**config.mk**
```make
export PLATFORM = sky130hd
export DESIGN_NAME = muldiv_sequencer
export DESIGN_NICKNAME = d
export VERILOG_FILES = /design/src/rtl/muldiv_sequencer.sv
export SDC_FILE = /design/constraint.sdc
export NUM_CORES = 1
export LEC_CHECK = 0
export ABC_AREA = 1
export ABC_CLOCK_PERIOD_IN_PS = 9500
export CORE_ASPECT_RATIO = 0.7
export CORE_MARGIN = 4
export CORE_UTILIZATION = 45
export CTS_CLUSTER_DIAMETER = 100
export DETAILED_ROUTE_END_ITERATION = 12
export PLACE_DENSITY = 0.67
export SLEW_MARGIN = 40
export SYNTH_ARGS = -nofsm -noshare
export SYNTH_HDL_FRONTEND = slang
export SYNTH_SLANG_ARGS = --single-unit
```
**constraint.sdc**
```tcl
create_clock -name clk -period 9.5 [get_ports clk]
set_input_delay 1.425 -clock clk [delete_from_list [all_inputs] [get_ports clk]]
set_output_delay 1.425 -clock clk [all_outputs]
set_load 0.01 [all_outputs]
```
**src/rtl/muldiv_sequencer.sv**
```systemverilog
// Multicycle sequencer for signed MULT/DIV: radix-2 Booth multiply and restoring divide,
// with start/done handshake, Hi/Lo load strobes and divide-by-zero reporting.
module muldiv_sequencer #(
  parameter int unsigned WIDTH = 32
) (
  input  logic             clk,
  input  logic             reset,
  input  logic             start,
  input  logic             op,
  input  logic [WIDTH-1:0] a_in,
  input  logic [WIDTH-1:0] b_in,
  output logic             busy,
  output logic             done,
  output logic             load_hi,
  output logic             load_lo,
  output logic [WIDTH-1:0] hi_out,
  output logic [WIDTH-1:0] lo_out,
  output logic             div_zero
);

  localparam int unsigned CW = $clog2(WIDTH + 1);
  localparam logic [CW-1:0] LAST = CW'(WIDTH - 1);

  typedef enum logic [2:0] {IDLE, MULT, DIV, FIX, DONE} state_t;

  state_t           state;
  logic [CW-1:0]    cnt;
  logic [WIDTH-1:0] a_r;
  logic [WIDTH-1:0] b_r;
  logic             op_r;
  logic             dz_r;
  logic [2*WIDTH:0] acc;
  logic [WIDTH-1:0] rem;
  logic [WIDTH-1:0] quo;

  logic [WIDTH:0]   booth_sum;
  logic [WIDTH-1:0] mag_b;
  logic [WIDTH:0]   div_sh;
  logic [WIDTH-1:0] div_diff;
  logic             div_fits;

  // Booth add/sub is done one bit wider than the partial product so that
  // subtracting -2^(W-1) cannot overflow before the arithmetic shift.
  always_comb begin
    booth_sum = {acc[2*WIDTH], acc[2*WIDTH:WIDTH+1]};
    case (acc[1:0])
      2'b01:   booth_sum = {acc[2*WIDTH], acc[2*WIDTH:WIDTH+1]} + {a_r[WIDTH-1], a_r};
      2'b10:   booth_sum = {acc[2*WIDTH], acc[2*WIDTH:WIDTH+1]} - {a_r[WIDTH-1], a_r};
      default: booth_sum = {acc[2*WIDTH], acc[2*WIDTH:WIDTH+1]};
    endcase
  end

  always_comb begin
    mag_b    = b_r[WIDTH-1] ? -b_r : b_r;
    div_sh   = {rem, quo[WIDTH-1]};
    div_fits = (div_sh >= {1'b0, mag_b});
    div_diff = div_sh[WIDTH-1:0] - mag_b;
  end

  always_ff @(posedge clk or negedge reset) begin
    if (!reset) begin
      state    <= IDLE;
      cnt      <= '0;
      a_r      <= '0;
      b_r      <= '0;
      op_r     <= 1'b0;
      dz_r     <= 1'b0;
      acc      <= '0;
      rem      <= '0;
      quo      <= '0;
      busy     <= 1'b0;
      done     <= 1'b0;
      load_hi  <= 1'b0;
      load_lo  <= 1'b0;
      div_zero <= 1'b0;
      hi_out   <= '0;
      lo_out   <= '0;
    end else begin
      done     <= 1'b0;
      load_hi  <= 1'b0;
      load_lo  <= 1'b0;
      div_zero <= 1'b0;
      case (state)
        IDLE: begin
          if (start) begin
            a_r  <= a_in;
            b_r  <= b_in;
            op_r <= op;
            cnt  <= '0;
            dz_r <= 1'b0;
            if (!op) begin
              acc   <= {{WIDTH{1'b0}}, b_in, 1'b0};
              busy  <= 1'b1;
              state <= MULT;
            end else if (b_in == '0) begin
              dz_r  <= 1'b1;
              state <= DONE;
            end else begin
              rem   <= '0;
              quo   <= a_in[WIDTH-1] ? -a_in : a_in;
              busy  <= 1'b1;
              state <= DIV;
            end
          end
        end
        MULT: begin
          acc <= {booth_sum, acc[WIDTH:1]};
          cnt <= cnt + 1'b1;
          if (cnt == LAST) begin
            cnt   <= '0;
            state <= DONE;
          end
        end
        DIV: begin
          rem <= div_fits ? div_diff : div_sh[WIDTH-1:0];
          quo <= {quo[WIDTH-2:0], div_fits};
          cnt <= cnt + 1'b1;
          if (cnt == LAST) begin
            cnt   <= '0;
            state <= FIX;
          end
        end
        FIX: begin
          quo   <= (a_r[WIDTH-1] ^ b_r[WIDTH-1]) ? -quo : quo;
          rem   <= a_r[WIDTH-1] ? -rem : rem;
          state <= DONE;
        end
        DONE: begin
          busy <= 1'b0;
          done <= 1'b1;
          if (dz_r) begin
            div_zero <= 1'b1;
          end else begin
            load_hi <= 1'b1;
            load_lo <= 1'b1;
            hi_out  <= op_r ? rem : acc[2*WIDTH:WIDTH+1];
            lo_out  <= op_r ? quo : acc[WIDTH:1];
          end
          state <= IDLE;
        end
        default: state <= IDLE;
      endcase
    end
  end

endmodule

```
==> results by group, run 1 <==
Worst setup path
  • Crit-path leading delay family: simple AND/OR/NAND/NOR gates
  • Cell mode on critical path: nand2_1
  • Slowest CP cell: dfrtp_1
  • Crit-path max FO: 36
  • Worst EP arrival: 4.73 ns
  • Flop2flop setup slack: 5.25 ns
  • Worst Path Buf+Inv: 2
  • Startpoint types: flip-flop
  • Type of the worst setup path: flip-flop to flip-flop
  • Worst Setup End Kind: flip-flop
  • Worst path max stage delay: 0.38 ns
  • Crit-path cells: inv_1 > ha_1 > nand3_1 > nor3_2 > nand2_1 > nor2_1 > nand4_1 > o21ai_0 > o21ai_0 > xor2_1 > ha_1 > a21oi_1 > nand2_1 > a21oi_1 > nand2_1 > nor2_4 > nand2_8 > inv_4 > nand2_1 > nand3_1 > a21boi_1
  • Worst Path Required: 9.97 ns

Route
  • DRT iter0 DRCs: 2533
  • Routed vias: 22260
  • Antenna-violating nets left: 0
  • Initial DRT Pass Iterations: 6
  • Routed len/inst: 19.76 µm
  • DRC: 0
  • Post-Route WL: 76710 µm
  • Via density: between 5 and 6

Finish
  • Commonest non-fill, non-tap cell in the layout: nand2_1
  • Ant diodes: 0
  • Most frequent cells in the layout: 925 x nand2_1, 372 x inv_1, 292 x nor2_1
  • Fillers: between 4000 and 5000
  • Area grow syn2layout: 13.43%
  • Layout cells sized above 1: 4.605%
  • Net count, final: approximately 3400

Job
  • Max Cap Viol: 0

Floorplan
  • Die ar.: 50280 µm²
  • # rows: 65
  • Starting Density: 46.06%
  • CORE AREA: between 40000 and 50000 µm²
  • I/O Pins: 137
  • Die width: 266.3 µm
  • Die Ht: between 150 and 200 µm

Synth
  • Synth Register Bits: 272
  • Syn. warnings: 0
  • Synth area leader: dfrtp_1
  • Synth Area per Inst: 6.605 µm²
  • Synth Instances: between 3000 and 4000
  • Synth unique cells: 55
  • Post-synth top flop: dfrtp_1
  • Syn nets: 3323
  • Post-Synthesis Cell Area: 21020 µm²
  • Number of flops mapped to enable cells by yosys: 0
  • Synth area leaders: dfrtp_1 32%, nand2_1 17%, inv_1 6.6%
  • Post-synth ARST share: 100.0%
  • Yosys top cell area share: around a third
  • Sequential area share after synthesis: about a third

Placement
  • DPL Wire Length: 60350 µm
  • Post-place setup slack: 5.293 ns
  • GPL Wtd Cong: 1.003
  • Port Buffers: 136

Timing
  • Slew @ Worst Pin: 0.8025 ns
  • Max_slew headroom: 46.42%
  • Setup Viol. Count Final: 0
  • Crit share post-route: roughly 45%
  • Max-slew violations: 0
  • Setup TNS: 0 ns
  • Fmax: 0.2351 GHz
  • Final Critical Period: 4.254 ns
  • Worst setup slack after layout: 5.246 ns
  • Final number of hold-violating endpoints: 0
  • Unrepaired setup endpoints after global routing: no
  • Worst Skew: between 0.01 and 0.015 ns

CTS
  • Deepest clock path buffer count: 3
  • CTS tree: done
  • Root Buffer: clkbuf_16
  • Hold Buf Count CTS: 0
  • CTS buffer count: 30
  • Clock Latency Late Sink: 0.59 ns
  • Post-CTS setup buffer count: 0
  • H-tree Lvls: 1
  • Num Clock Sinks: 272
  • Post-CTS sizing: 0
  • CTS clk-pin slew, worst paths: 0.06 ns

Worst hold path
  • Type of the worst min-delay path: flip-flop to flip-flop

GRT
  • Largest net degree at the start of global routing: 78
  • First-pass GRT wire length: 119500 µm
  • Initial antenna violation count: 4
  • GRT Resource Usage Total: 29.93%
  • GR Overflow Total: 0
  • Vias in the first global route: ~21000

Outcome
  • Status: finished, final reports clean
-- layer usage --
metal / vias to the layer above / share of wire [%] / track usage, %
met5: - / 0.020 / 0
met4: 4 / 2.5 / 7.107
met3: 134 / 9.8 / 6.422
met2: 1005 / 41 / 43.06
met1: 10570 / 47 / 45.65
li1: 10550 / - / -
-- area by class of cell --
cell class	count	area, µm²	area share (%)
inverter	392	1474	6.183
sequential	272	6810	28.57
tap	603	754.5	3.165
clock inverter	13	126.4	0.5301
multi-input combinational	2408	12270	51.49
clock buffer	41	873.3	3.664
timing repair buffer	153	1525	6.398
-- path summary, 6_finish.rpt --
check | cells past startpoint | from | to
max in group asynchronous | 3 | reset | acc[23]
worst min-delay path | 2 | busy | busy
worst min register to register | 2 | busy | busy
worst max-delay path | 21 | b_r[0] | rem[18]
min in group asynchronous | 1 | reset | rem[24]
worst max register to register | 21 | b_r[0] | rem[18]
-- synth_stat cells (3+ instances only) --
master    instances
nand2_1         925
inv_1           372
nor2_1          296
dfrtp_1         272
o21ai_0         261
nand3_1         213
a21oi_1         127
ha_1             71
o21a_1           68
xor2_1           57
clkbuf_1         56
o211ai_1         43
nor3_1           42
nand4_1          40
o21ai_1          39
buf_2            34
xnor2_1          32
a21boi_1         29
a22oi_1          25
nor4_1           23
inv_2            19
nor2_2           14
nand2_2          13
a31oi_1          11
buf_1            10
o21bai_1         10
or2_2             8
buf_4             7
o221ai_1          6
o31ai_1           6
nor2_4            5
mux2_2            4
nand3b_1          4
a21oi_2           3
and2_1            3
buf_6             3
nor3_2            3
nor3b_1           3
o22ai_1           3
-- per-stage QoR --
step	std cells	area (µm²)	utilization (%)	hold slack, ns
after detailed placement	3828	22830	50.05	0.4710
after global placement	3827	22790	49.95	0.4653
after CTS	3882	23830	52.24	0.4836
after floorplan	3182	21020	-	0.4782
final	3882	23840	52.25	0.4799
after global routing	3882	23840	52.25	0.4975
-- tightest hold or removal path: stages, from the launching register on --
cell and delay, ns:
dfrtp_1 0.34, nand2_1 0.05, nand2_1 0.05
-- sequential cells by signal, summed over array words and instances (netlist names), 3 cells and up --
signal and count:
lo_out 32, acc 65, state 3, rem 32
a_r 32, hi_out 32, b_r 32, quo 32
cnt 6
-- cells by family (layout without fill, tap and decap cells) --
family,after synthesis,in the layout,share of synthesized area [%]
compound gates,639,639,17.74
xor+xnor,89,89,3.709
fa+ha+maj,73,73,4.417
buf+inv,502,599,9.412
flops,272,272,32.39
mux,4,4,0.2143
simple gates,1603,1603,32.12
Power of run 1 is not shown: default switching activity piles up to over one toggle a cycle in this logic, so the estimate is an artifact.
==> run 2, diff against run 1 <==
--- a/config.mk
+++ b/config.mk
@@ -6,7 +6,7 @@
 export NUM_CORES = 1
 export LEC_CHECK = 0
 export ABC_AREA = 1
-export ABC_CLOCK_PERIOD_IN_PS = 9500
+export ABC_CLOCK_PERIOD_IN_PS = 4350
 export CORE_ASPECT_RATIO = 0.7
 export CORE_MARGIN = 4
 export CORE_UTILIZATION = 45
==> constraint.sdc (replaced) <==
create_clock -name clk -period 4.35 [get_ports clk]
set_input_delay 0.6525 -clock clk [delete_from_list [all_inputs] [get_ports clk]]
set_output_delay 0.6525 -clock clk [all_outputs]
set_load 0.01 [all_outputs]
==> results by group, run 2 (synthesis results as in run 1) <==
Worst setup path
  • Worst EP arrival: 4.48 ns (-0.25 ns)
  • Worst Path Required: 4.80 ns (-5.17 ns)
  • Worst Setup End Kind: flip-flop
  • Crit-path max FO: 22 (-39%)
  • Type of the worst setup path: flip-flop to flip-flop
  • Startpoint types: flip-flop

Timing
  • Setup Viol. Count Final: 0 (unchanged)
  • Final number of hold-violating endpoints: 0 (unchanged)
  • Fmax: 0.2477 GHz (+5.4%)
  • Worst Skew: 0.01214 ns (+0.002015 ns)
  • Slew @ Worst Pin: 0.8313 ns (+0.02875 ns)
  • Max-slew violations: 0 (unchanged)
  • Unrepaired setup endpoints after global routing: no
  • Crit share post-route: 92.80% (+48 points)
  • Max_slew headroom: 44.24% (-2.2 points)
  • Final Critical Period: 4.037 ns (-0.2167 ns)
  • Setup TNS: 0 ns (unchanged)

Finish
  • Fillers: 4559 (-0.83%)
  • Most frequent cells in the layout: 924 x nand2_1, 371 x inv_1, 292 x nor2_1
  • Area grow syn2layout: 14.52%
  • Net count, final: 3423 (+0.74%)
  • Commonest non-fill, non-tap cell in the layout: nand2_1
  • Layout cells sized above 1: 5.328% (+0.72 points)
  • Largest register FFs: 65 (unchanged)
  • Ant diodes: 0 (unchanged)
  • FF/Latch Area: 6810 µm² (unchanged)
  • Area of the multi-input gates: 12290 µm² (+0.10%)
  • Biggest register: acc

GRT
  • Largest net degree at the start of global routing: 83 (+6.4%)
  • GRT Resource Usage Total: 31.09% (+1.2 points)
  • Initial antenna violation count: 3 (-1)
  • GR Overflow Total: 0 (unchanged)
  • Vias in the first global route: 20810 (+0.55%)
  • First-pass GRT wire length: 122600 µm (+2.6%)

Route
  • Antenna-violating nets left: 0 (unchanged)
  • DRT iter0 DRCs: 2250 (-11%)
  • Post-Route WL: 80100 µm (+4.4%)
  • Routed len/inst: 20.51 µm (+3.8%)
  • Routed vias: 22210 (-0.22%)
  • Via density: 5.686 (-0.84%)
  • Initial DRT Pass Iterations: 6 (unchanged)
  • DRC: 0 (unchanged)

CTS
  • Clock Latency Late Sink: 0.59 ns (about the same)
  • Root Buffer: clkbuf_16
  • Deepest clock path buffer count: 3 (unchanged)
  • Num Clock Sinks: 272 (unchanged)
  • CTS clk-pin slew, worst paths: 0.07 ns (about the same)
  • H-tree Lvls: 1 (unchanged)
  • CTS tree: done
  • CTS buffer count: 29 (-3.3%)

Floorplan
  • Die ar.: 50280 µm² (unchanged)
  • I/O Pins: 137 (unchanged)
  • Die Ht: 188.8 µm (unchanged)
  • CORE AREA: 45630 µm² (unchanged)
  • Die width: 266.3 µm (unchanged)
  • Starting Density: 46.06% (unchanged)
  • # rows: 65 (unchanged)

Outcome
  • Status: finished, final reports clean

Job
  • Max Cap Viol: 0 (unchanged)

Placement
  • DPL Wire Length: 64080 µm (+6.2%)
  • Port Buffers: 136 (unchanged)
  • GPL Wtd Cong: 0.9712 (-3.2%)

Worst hold path
  • Type of the worst min-delay path: flip-flop to flip-flop
## run 2: worst paths after layout
check,cells after the start,startpoint,to,slack (ns)
min in group asynchronous,2,reset,rem[19],0.54
setup / recovery,23,b_r[0],rem[18],0.31
hold / removal,2,busy,busy,0.47
hold reg to reg,2,busy,busy,0.47
setup reg to reg,23,b_r[0],rem[18],0.31
max in group asynchronous,4,reset,op_r,2.61
## run 2: critical path: stages, from the launching register on
cell,delay (ns)
dfrtp_1,0.39
inv_1,0.11
ha_1,0.18
nand3_1,0.15
nor3_4,0.25
nand2_1,0.14
nor2_4,0.15
nand2_1,0.08
nand2_1,0.10
o21ai_1,0.11
nor2_2,0.15
o21ai_0,0.13
xor2_1,0.17
ha_1,0.36
nand2_1,0.08
inv_2,0.08
nand2_2,0.09
nor4_4,0.36
nand2_4,0.14
nand2_8,0.19
buf_8,0.21
nand3_1,0.10
nand3_1,0.08
a21boi_1,0.07
## run 2: repair_timing
action,CTS,global route
setup buffers,0,3
setup endpoints to repair,0,30
endpoints found under the hold margin,28,0
gates resized for setup,0,10
hold buffers,1,0
## run 2: routing by layer
layer	up-vias	global-route usage (%)	share of wire (%)
li1	10600	-	-
met1	10590	46.94	47
met2	904	45.10	41
met3	116	7.062	9.4
met4	4	7.188	2.5
met5	-	0	0.026
## run 2: cell type report
cell class	count	share of cell area (%)
clock buffers	39	3.421
clock inverters	13	0.5199
inverters	392	6.145
multi-input cells	2408	51.05
flip-flops and latches	272	28.30
well taps	603	3.135
repair buffers	179	7.434
## run 2: per-stage QoR
step,hold slack (ns),setup slack [ns],cell area (µm²),utilization [%],cells
3_3_place_gp,0.4606,0.3196,22990,50.39,3847
6_report,0.4739,0.3130,24070,52.75,3906
5_1_grt,0.4932,0.01432,24070,52.75,3906
3_5_place_dp,0.4595,0.1853,23050,50.53,3850
2_1_floorplan,0.3569,1.055,21020,-,3182
4_1_cts,0.4750,0.1317,24010,52.63,3903
Power of run 2 is left out for the same reason.
==> run 3, diff against run 2 <==
==> config.mk (replaced) <==
export PLATFORM = sky130hd
export DESIGN_NAME = muldiv_sequencer
export DESIGN_NICKNAME = d
export VERILOG_FILES = /design/src/rtl/muldiv_sequencer.sv
export SDC_FILE = /design/constraint.sdc
export NUM_CORES = 1
export LEC_CHECK = 0
export ABC_AREA = 0
export ABC_CLOCK_PERIOD_IN_PS = 4350
export CORE_ASPECT_RATIO = 0.7
export CORE_MARGIN = 4
export CORE_UTILIZATION = 60
export CTS_CLUSTER_DIAMETER = 100
export DETAILED_ROUTE_END_ITERATION = 12
export PLACE_DENSITY = 0.85
export SLEW_MARGIN = 0
export SYNTH_ARGS = -nofsm -noshare
export SYNTH_HDL_FRONTEND = slang
export SYNTH_SLANG_ARGS = --single-unit
==> results by group, run 3 <==
Worst setup path
  • Crit-path max FO: 10 (-55%)
  • Type of the worst setup path: flip-flop to flip-flop
  • Flop2flop setup slack: -0.82 ns (-1.13 ns)
  • Worst EP arrival: 5.62 ns (+1.14 ns)
  • Worst R2R End: rem[13]
  • Startpoint types: flip-flop
  • CP Launch Point: b_r[3]
  • R2R cell count: 21 (-8.7%)
  • Worst Setup End Kind: flip-flop
  • Critical Path End: rem[13]
  • Worst Path Required: 4.80 ns (about the same)
  • R2R Path Start: b_r[3]

Timing
  • Crit share post-route: 118.8% (+26 points)
  • Final number of hold-violating endpoints: 0 (unchanged)
  • Max_slew headroom: 17.86% (-26 points)
  • Slew @ Worst Pin: 1.232 ns (+0.4008 ns)
  • Fmax: 0.1935 GHz (-22%)
  • Max-slew violations: 0 (unchanged)
  • Worst Skew: 0.04382 ns (+0.03168 ns)
  • Unrepaired setup endpoints after global routing: yes
  • Worst setup slack after layout: -0.8167 ns (-1.130 ns)
  • Final hold slack: 0.09582 ns (-0.3781 ns)
  • Final Critical Period: 5.167 ns (+1.130 ns)
  • Setup Viol. Count Final: 35 (+35)

Placement
  • Port Buffers: 136 (unchanged)
  • GPL Wtd Cong: 1.033 (+6.3%)
  • DPL Wire Length: 44820 µm (-30%)

Finish
  • FF/Latch Area: 6810 µm² (unchanged)
  • Area grow syn2layout: 22.34%
  • Net count, final: 2595 (-24%)
  • Fillers: 2134 (-53%)
  • Commonest non-fill, non-tap cell in the layout: nand2_1
  • Layout cells sized above 1: 12.57% (+7.2 points)
  • Largest register FFs: 65 (unchanged)
  • Most frequent cells in the layout: 375 x nand2_1, 271 x dfrtp_1, 192 x o21ai_0
  • Biggest register: acc
  • Area of the multi-input gates: 11580 µm² (-5.8%)

Synth
  • Post-synth ARST share: 100.0% (unchanged)
  • Post-Synthesis Cell Area: 18590 µm² (-12%)
  • Post-synth top cells: 379 x nand2_1, 272 x dfrtp_1, 215 x o21ai_0, 190 x nor2_1, 183 x a21oi_1
  • Yosys top cell area share: 36.61% (+4.2 points)
  • Sequential area share after synthesis: 36.61% (+4.2 points)
  • Synth area leader: dfrtp_1
  • Most numerous cell in the Yosys netlist: nand2_1
  • Synth area leaders: dfrtp_1 37%, nand2_1 7.7%, mux2i_1 6.6%
  • Syn nets: 2387 (-28%)
  • Synth Register Bits: 272 (unchanged)
  • Synth Instances: 2246 (-29%)
  • Synth unique cells: 73 (+33%)
  • Synth Area per Inst: 8.278 µm² (+25%)
  • Post-synth top flop: dfrtp_1
  • Number of flops mapped to enable cells by yosys: 0 (unchanged)
  • Syn. warnings: 0 (unchanged)

Floorplan
  • Starting Density: 61.35% (+15 points)
  • I/O Pins: 137 (unchanged)
  • Die width: 218.4 µm (-18%)
  • CORE AREA: 30310 µm² (-34%)
  • Die ar.: 33910 µm² (-33%)
  • Die Ht: 155.3 µm (-18%)
  • # rows: 53 (-18%)

CTS
  • Num Clock Sinks: 272 (unchanged)
  • CTS clk-pin slew, worst paths: 0.07 ns (about the same)
  • Deepest clock path buffer count: 3 (unchanged)
  • Root Buffer: clkbuf_16
  • H-tree Lvls: 1 (unchanged)
  • Clock Latency Late Sink: 0.60 ns (about the same)
  • CTS buffer count: 28 (-3.4%)
  • CTS tree: done
  • Hold Buf Count CTS: 0 (-1)

Job
  • Max Cap Viol: 0 (unchanged)

Route
  • Routed len/inst: 21.57 µm (+5.2%)
  • Antenna-violating nets left: 0 (unchanged)
  • DRC: 0 (unchanged)
  • Routed vias: 18890 (-15%)
  • DRT iter0 DRCs: 2516 (+12%)
  • Initial DRT Pass Iterations: 7 (+1)
  • Post-Route WL: 62300 µm (-22%)
  • Via density: 6.541 (+15%)

GRT
  • Initial antenna violation count: 1 (-2)
  • First-pass GRT wire length: 97360 µm (-21%)
  • Largest net degree at the start of global routing: 109 (+31%)
  • GRT Resource Usage Total: 35.65% (+4.6 points)
  • GR Overflow Total: 0 (unchanged)
  • Vias in the first global route: 17670 (-15%)

Outcome
  • Failing checks: negative setup slack
  • Status: finished, violations left

Worst hold path
  • Type of the worst min-delay path: input port to async pin
## run 3: changes by cell type in the layout (fill, tap and decap cells not counted), moves of 105 or more
cell / change
nand3_1: -196
buf_4: +128
mux2i_1: +122
nand2_1: -549
nor2_1: -105
inv_1: -339
## run 3: area by class of cell
class / count / share of cell area [%]
Inverter: 33 / 0.5446
Clock buffer: 38 / 3.465
Timing Repair Buffer: 308 / 12.18
Antenna cell: 1 / 0.01100
Sequential cell: 272 / 29.94
Tap cell: 412 / 2.266
Multi-Input combinational cell: 1811 / 50.90
Clock inverter: 13 / 0.6876
## run 3: cells by family after synthesis
| family | Yosys count | share of synthesized area, % |
|---|---|---|
| xor gates and xnor gates | 144 | 6.783 |
| and+or+nand+nor | 834 | 20.79 |
| AOI/OAI and AO/OA | 634 | 20.69 |
| buffers and inverters | 163 | 3.318 |
| adders and majority gates | 73 | 4.993 |
| muxes | 126 | 6.810 |
| DFF | 272 | 36.61 |
## run 3: layer usage
layer | global-route usage [%] | routed length (µm)
met1 | 51.73 | 25780
met2 | 53.69 | 27110
met3 | 8.024 | 7081
met4 | 10.92 | 2329
met5 | 0 | 0
## run 3: worst max-delay path, cell delays in order, from the launching register on
cell,delay [ns]
dfrtp_1,0.38
or3_4,0.40
nor3_4,0.17
nand2_2,0.09
or3_4,0.34
or3_4,0.40
or4_4,0.50
or4_4,0.47
o31ai_4,0.20
xor2_1,0.18
ha_1,0.29
a21oi_2,0.23
nor2b_4,0.07
nor3_4,0.14
o211ai_1,0.14
o221ai_2,0.22
a31oi_4,0.15
buf_12,0.16
buf_16,0.15
nor3_2,0.10
a31oi_1,0.06
a22o_1,0.18
## run 3: how the worst min path moves through the flow
stage / from / endpoint / slack (ns) / cells past startpoint
floorplan: reset / a_r[0] / 0.36 / 0
global placement: acc[3] / acc[3] / 0.49 / 2
detailed placement: acc[0] / acc[0] / 0.49 / 1
CTS: reset / acc[59] / 0.18 / 1
global route: reset / acc[59] / 0.21 / 1
finish: reset / acc[59] / 0.1 / 1
## run 3: repair_timing
| action | CTS | global route |
|---|---|---|
| setup buffers | 17 | 8 |
| pin swaps | 18 | 29 |
| resized for setup | 39 | 41 |
| endpoints found under the setup margin | 36 | 39 |
| cloned | 3 | 0 |
| endpoints found under the hold margin | 0 | 0 |
## run 3: through the flow
step / std cells / setup slack [ns] / setup TNS (ns) / cell area (µm²) / util, %
3_5_place_dp: 2810 / -0.8431 / -25.09 / 21230 / 70.05
2_1_floorplan: 2246 / -0.5078 / -15.06 / 18690 / -
4_1_cts: 2881 / -0.8104 / -24.11 / 22580 / 74.51
6_report: 2888 / -0.8167 / -24.08 / 22750 / 75.06
3_3_place_gp: 2810 / -0.6980 / -19.35 / 21230 / 70.05
5_1_grt: 2888 / -1.005 / -31.08 / 22750 / 75.06
Power of run 3 is left out for the same reason.
